File: src/rtl/core_run_ctrl_if.sv
// Load and dump streams of the core run controller.
// master = host/bench side, slave = controller side.
interface core_run_ctrl_if;
    logic        ld_valid;
    logic [31:0] ld_data;
    logic        ld_last;
    logic        ld_ready;
    logic        dump_valid;
    logic [31:0] dump_data;
    logic        dump_ready;

    modport master (
        output ld_valid, ld_data, ld_last, dump_ready,
        input  ld_ready, dump_valid, dump_data
    );

    modport slave (
        input  ld_valid, ld_data, ld_last, dump_ready,
        output ld_ready, dump_valid, dump_data
    );
endinterface

File: src/rtl/core_run_ctrl.sv
// Boot/run/dump sequencer for the RV32I core.
// Ports: clk/rst, bus (load + dump streams), imem write port,
// start/cycle_limit, core_instr/core_rst/core_en, register-file
// debug port, cycles/done/timeout/state status.
module core_run_ctrl #(
    parameter int IMEM_WORDS = 64,
    parameter int ADDR_W     = 6,
    parameter int CYC_W      = 16
) (
    input  logic              clk,
    input  logic              rst,
    core_run_ctrl_if.slave    bus,
    output logic              imem_we,
    output logic [ADDR_W-1:0] imem_addr,
    output logic [31:0]       imem_wdata,
    input  logic              start,
    input  logic [CYC_W-1:0]  cycle_limit,
    input  logic [31:0]       core_instr,
    output logic              core_rst,
    output logic              core_en,
    output logic [4:0]        dbg_rf_addr,
    input  logic [31:0]       dbg_rf_data,
    output logic [CYC_W-1:0]  cycles,
    output logic              done,
    output logic              timeout,
    output logic [2:0]        state
);

    typedef enum logic [2:0] {
        S_LOAD  = 3'd0,
        S_READY = 3'd1,
        S_RUN   = 3'd2,
        S_DUMP  = 3'd3,
        S_DONE  = 3'd4
    } state_t;

    state_t            r_state;
    state_t            w_next;
    logic [ADDR_W-1:0] r_wr_ptr;
    logic [4:0]        r_dump_ptr;
    logic [CYC_W-1:0]  r_cycles;
    logic              r_timeout;

    logic              w_ld_ready;
    logic              w_dump_valid;
    logic              w_core_rst;
    logic              w_core_en;
    logic              w_done;
    logic              w_ld_hs;
    logic              w_dump_hs;
    logic              w_halt;
    logic              w_last_slot;
    logic              w_limit_hit;
    logic [CYC_W:0]    w_cyc_inc;
    logic [CYC_W-1:0]  w_cyc_sat;

    assign w_ld_hs     = bus.ld_valid & w_ld_ready;
    assign w_dump_hs   = w_dump_valid & bus.dump_ready;
    assign w_halt      = (core_instr == 32'h0000_0073) ||
                         (core_instr == 32'h0000_006F);
    assign w_last_slot = (r_wr_ptr == ADDR_W'(IMEM_WORDS - 1));

    // One bit wider so the limit compare never sees a wrapped count.
    assign w_cyc_inc   = {1'b0, r_cycles} + 1'b1;
    assign w_cyc_sat   = (&r_cycles) ? r_cycles : w_cyc_inc[CYC_W-1:0];
    assign w_limit_hit = (cycle_limit != '0) &&
                         (w_cyc_inc == {1'b0, cycle_limit});

    always_ff @(posedge clk) begin
        if (rst) begin
            r_state <= S_LOAD;
        end else begin
            r_state <= w_next;
        end
    end

    always_comb begin
        w_next       = r_state;
        w_ld_ready   = 1'b0;
        w_dump_valid = 1'b0;
        w_core_rst   = 1'b0;
        w_core_en    = 1'b0;
        w_done       = 1'b0;
        unique case (r_state)
            S_LOAD: begin
                w_ld_ready = 1'b1;
                w_core_rst = 1'b1;
                if (bus.ld_valid && (bus.ld_last || w_last_slot)) begin
                    w_next = S_READY;
                end
            end
            S_READY: begin
                w_core_rst = 1'b1;
                if (start) begin
                    w_next = S_RUN;
                end
            end
            S_RUN: begin
                w_core_en = 1'b1;
                if (w_halt || w_limit_hit) begin
                    w_next = S_DUMP;
                end
            end
            S_DUMP: begin
                w_dump_valid = 1'b1;
                if (bus.dump_ready && (r_dump_ptr == 5'd31)) begin
                    w_next = S_DONE;
                end
            end
            S_DONE: begin
                w_done = 1'b1;
                if (start) begin
                    w_next = S_LOAD;
                end
            end
            default: w_next = S_LOAD;
        endcase
    end

    always_ff @(posedge clk) begin
        if (rst) begin
            r_wr_ptr   <= '0;
            r_dump_ptr <= '0;
            r_cycles   <= '0;
            r_timeout  <= 1'b0;
        end else begin
            unique case (r_state)
                S_LOAD: begin
                    if (w_ld_hs) begin
                        r_wr_ptr <= r_wr_ptr + 1'b1;
                    end
                end
                S_READY: begin
                    if (start) begin
                        r_cycles <= '0;
                    end
                end
                S_RUN: begin
                    r_cycles <= w_cyc_sat;
                    // A halt on the limit cycle is a normal stop.
                    if (!w_halt && w_limit_hit) begin
                        r_timeout <= 1'b1;
                    end
                end
                S_DUMP: begin
                    // Wraps to 0 after x31, ready for the next dump.
                    if (w_dump_hs) begin
                        r_dump_ptr <= r_dump_ptr + 1'b1;
                    end
                end
                S_DONE: begin
                    if (start) begin
                        r_wr_ptr  <= '0;
                        r_cycles  <= '0;
                        r_timeout <= 1'b0;
                    end
                end
                default: ;
            endcase
        end
    end

    assign bus.ld_ready   = w_ld_ready;
    assign bus.dump_valid = w_dump_valid;
    assign bus.dump_data  = dbg_rf_data;
    assign imem_we        = w_ld_hs;
    assign imem_addr      = r_wr_ptr;
    assign imem_wdata     = bus.ld_data;
    assign core_rst       = w_core_rst;
    assign core_en        = w_core_en;
    assign dbg_rf_addr    = r_dump_ptr;
    assign cycles         = r_cycles;
    assign done           = w_done;
    assign timeout        = r_timeout;
    assign state          = r_state;

endmodule

File: src/flat_wrapper.sv
// flat-port wrapper written by rule: the top's interface ports become plain ports
module core_run_ctrl_flat 
#(
    parameter int IMEM_WORDS = 64,
    parameter int ADDR_W     = 6,
    parameter int CYC_W      = 16
)
  (clk, rst, imem_we, imem_addr, imem_wdata, start, cycle_limit, core_instr, core_rst, core_en, dbg_rf_addr, dbg_rf_data, cycles, done, timeout, state, bus_ld_valid, bus_ld_data, bus_ld_last, bus_dump_ready, bus_ld_ready, bus_dump_valid, bus_dump_data);
  core_run_ctrl_if bus_i ();
  input  logic clk;
  input  logic rst;
  output logic imem_we;
  output logic [ADDR_W-1:0] imem_addr;
  output logic [31:0] imem_wdata;
  input  logic start;
  input  logic [CYC_W-1:0] cycle_limit;
  input  logic [31:0] core_instr;
  output logic core_rst;
  output logic core_en;
  output logic [4:0] dbg_rf_addr;
  input  logic [31:0] dbg_rf_data;
  output logic [CYC_W-1:0] cycles;
  output logic done;
  output logic timeout;
  output logic [2:0] state;
  input wire logic [$bits(bus_i.ld_valid)-1:0] bus_ld_valid;
  input wire logic [$bits(bus_i.ld_data)-1:0] bus_ld_data;
  input wire logic [$bits(bus_i.ld_last)-1:0] bus_ld_last;
  input wire logic [$bits(bus_i.dump_ready)-1:0] bus_dump_ready;
  output wire logic [$bits(bus_i.ld_ready)-1:0] bus_ld_ready;
  output wire logic [$bits(bus_i.dump_valid)-1:0] bus_dump_valid;
  output wire logic [$bits(bus_i.dump_data)-1:0] bus_dump_data;
  assign bus_i.ld_valid = bus_ld_valid;
  assign bus_i.ld_data = bus_ld_data;
  assign bus_i.ld_last = bus_ld_last;
  assign bus_i.dump_ready = bus_dump_ready;
  assign bus_ld_ready = bus_i.ld_ready;
  assign bus_dump_valid = bus_i.dump_valid;
  assign bus_dump_data = bus_i.dump_data;
  core_run_ctrl #(.IMEM_WORDS(IMEM_WORDS), .ADDR_W(ADDR_W), .CYC_W(CYC_W)) u_core (.clk(clk), .rst(rst), .bus(bus_i), .imem_we(imem_we), .imem_addr(imem_addr), .imem_wdata(imem_wdata), .start(start), .cycle_limit(cycle_limit), .core_instr(core_instr), .core_rst(core_rst), .core_en(core_en), .dbg_rf_addr(dbg_rf_addr), .dbg_rf_data(dbg_rf_data), .cycles(cycles), .done(done), .timeout(timeout), .state(state));
endmodule
File: config.mk
export PLATFORM = sky130hd
export DESIGN_NAME = core_run_ctrl_flat
export DESIGN_NICKNAME = d
export VERILOG_FILES = /design/src/rtl/core_run_ctrl_if.sv /design/src/rtl/core_run_ctrl.sv /design/src/flat_wrapper.sv
export SDC_FILE = /design/constraint.sdc
export NUM_CORES = 1
export LEC_CHECK = 0
export ABC_AREA = 1
export CORE_MARGIN = 1.5
export CORE_UTILIZATION = 30
export DETAILED_ROUTE_END_ITERATION = 8
export GPL_ROUTABILITY_DRIVEN = 1
export PLACE_DENSITY = 0.76
export REMOVE_ABC_BUFFERS = 1
export SLEW_MARGIN = 20
export SYNTH_ARGS = -nofsm -noshare
export SYNTH_HDL_FRONTEND = slang
export SYNTH_SLANG_ARGS = --single-unit
File: constraint.sdc
create_clock -name clk -period 1.82 [get_ports clk]
set_input_delay 0.455 -clock clk [delete_from_list [all_inputs] [get_ports clk]]
set_output_delay 0.455 -clock clk [all_outputs]
set_load 0.1 [all_outputs]
==> flow_summary_export.csv <==
group,metric,value,unit
routing,dr.pass1.iters,7,
power_and_ir_drop,ir_worst_vdd,0.609,mV
routing,vias,3198,
cts,cts_sinks,31,
critical_path,worst_ep_arrival_time,2.14,ns
final_layout,diodes,0,
synth,yosys_warnings,0,
final_layout,fillers,784,
timing,setup_viol,13,
timing,final_hold_viol_count,0,
worst_hold_path,hold_class,"reg2reg",
global_routing,grt_pass1_wl,18800,um
floorplan,die_y,98.4,um
timing,rsz0062_at_grt,"true",
critical_path,cp-start-kind,"input pin",
routing,route.detailed.vias_per_inst,5.26,
global_routing,grt_pass1_vias,2982,
job,drv_cap,0,
placement,gp_congestion,0.970,
final_layout,multi_input_area,1570,um2
routing,wire_per_inst,22.9,um
floorplan,pin_count,219,
final_layout,final_util,50.6,%
floorplan,core-area,8760,um2
timing,hold_slack,0.516,ns
synth,synth_area,2730,um2
outcome,status,"finished with violations",
final_layout,final_area,4440,um2
synth,synth_seq_area_share,22.7,%
timing,finalCritPeriodShare,108,%
timing,finalCriticalPeriod,1.96,ns
routing,route.detailed.drc,0,
timing,clock_skew,0.0131,ns
synth,avgSynthCellArea,6.79,um2
timing,final.setup.worst_slack,-0.141,ns
floorplan,initial_core_util,31.1,%
critical_path,crit_path_end_kind,"flip-flop",
cts,tritoncts.num_buffers,5,
global_routing,antenna_found_initial,0,
routing,wl,13900,um
placement,placed_area,4080,um2
power_and_ir_drop,p_per_area,1420,nW/um2
timing,slew_viol_final,0,
cts,cts_tree,"built",
critical_path,critical_path_class,"in2reg",
global_routing,grtUsageTotal,26.8,%
timing,worst_pin_slew,0.312,ns
critical_path,worstPathMaxFanout,3,
floorplan,die-area,9680,um2
routing,drt_iter0_drc,150,
outcome,violations,"negative setup slack",
power_and_ir_drop,leakage,1.88,nW
cts,root_buffer,"clkbuf_8",
critical_path,required,2.00,ns
synth,synth_seq_cells,31,
cts,cts_hold_buf,0,
placement,dp.final_hpwl,11500,um
final_layout,nNetsFinal,621,
global_routing,grt_max_degree,18,
power_and_ir_drop,total_power,0.00632,W
cts,htree_levels,2,
timing,fmax,510,MHz
synth,synth_cell_types,34,
timing,relSlewSlack,79.0,%
placement,pre_cts_slack,-0.371,ns
cts,clk_latency,0.29,ns
floorplan,rows,34,
floorplan,die_w,98.4,um
cts,path_clk_slew,0.07,ns
final_layout,seqCellArea,628,um2
global_routing,grt_overflow_total,0,
cts,cts_buffer_depth,2,
synth,netlist_instances,402,
final_layout,drive_gt1_share,34.6,%
final_layout,area_growth_syn_to_layout,62.5,%
placement,portBuffers,90,
routing,ant_nets,0,
-- timing repair --
action / CTS / global route
cloned: 0 / 2
pin swaps: 9 / 6
buffers inserted: 10 / 3
gates resized for setup: 19 / 23
endpoints found under the setup margin: 21 / 24
endpoints found under the hold margin: 0 / 0
-- cell families after synthesis --
logic type | after synthesis | share of synthesized area, %
xor+xnor | 7 | 3.26
fa+ha+maj | 4 | 1.83
buf+inv | 105 | 23.8
simple gates | 198 | 34.2
flops | 31 | 22.7
compound gates | 57 | 14.2
-- layer usage --
metal  track usage (%)  part of all wire (%)  vias up
met4              7.04                   3.3        4
met5              10.3                   1.0        -
met3              29.3                    22       29
met1              23.5                    31     1456
met2              40.0                    43      238
li1                  -                     -     1471
-- synth_stat cells (all sizes together) --
cell type	n	area (um2)
nor3	5	25.0
nand3	29	160
nand2	92	358
dfxtp	31	621
buf	66	499
xnor2	1	8.76
xnor3	2	45.0
nor3b	4	30.0
nand3b	6	45.0
or2	2	12.5
nor2	45	209
nor4	5	31.3
a211oi	13	143
a21oi	26	145
inv	35	134
o21ai	10	50.1
a31oi	8	50.1
and3	1	6.26
xor2	4	35.0
clkbuf	3	11.3
clkinv	1	3.75
ha	4	50.1
nand4	9	56.3
-- report_power, final --
group	leakage [nW]	total, W	switching [W]	internal [W]
sequential	0.256	0.000995	0.000171	0.000823
combinational	1.58	0.00478	0.00280	0.00198
clock	0.0477	0.000543	0.000281	0.000262
total	1.88	0.00632	0.00325	0.00306
-- registers in the layout, summed over array words and instances (netlist names) --
signal and flops:
u_core.cycles 16, u_core.dbg_rf_addr 5, u_core.imem_addr 6, u_core.state 3
u_core.timeout 1
-- stage by stage --
stage	setup TNS (ns)	cells
after detailed placement	-1.52	586
after global routing	-2.38	608
after floorplan	-66.35	333
final	-0.757	608
after global placement	-1.20	586
after CTS	-0.324	603
-- placed cells by master (no fill, tap or decap), types with 5 or more instances in the layout --
cell              n
nand2_2           9
dfxtp_1          25
a31oi_1           8
o21ai_0           5
nand3b_1          6
buf_4            62
a211oi_2         10
inv_1            30
nor2_1           35
nor2_4            7
nor3_1            5
buf_12           40
a21oi_1          21
nor4_1            5
nand2_1          81
dfxtp_2           6
clkdlybuf4s50_1  49
nand3_1          25
nand4_1           9
clkbuf_8          5
-- cell type report --
class | instances | area share [%]
Timing Repair Buffer | 159 | 42.4
Clock buffer | 5 | 1.55
Multi-Input combinational cell | 266 | 35.4
Clock inverter | 3 | 0.339
Tap cell | 108 | 3.05
Inverter | 36 | 3.13
Sequential cell | 31 | 14.2
-- critical path, cell delays in order --
cell and delay [ns]:
clkdlybuf4s50_1 0.54, nor2_1 0.07, nand2_1 0.06, nor2_1 0.04, nand2_1 0.08, nand2_1 0.06
nand2_1 0.06, nand2_1 0.04, nor2_1 0.11, nand3_1 0.10, nor2_2 0.11, nand2_1 0.08
nand2_2 0.08, nand2_2 0.07, o21ai_2 0.12, inv_1 0.05
-- worst paths after layout --
path / startpoint / endpoint / slack (ns) / depth (start not counted)
min: u_core.timeout / u_core.timeout / 0.52 / 2
max: cycle_limit[4] / u_core.state[1] / -0.14 / 16
min reg2reg: u_core.timeout / u_core.timeout / 0.52 / 2
max reg2reg: u_core.cycles[1] / u_core.state[1] / -0.13 / 16
Power figures use the tool's default switching activity.
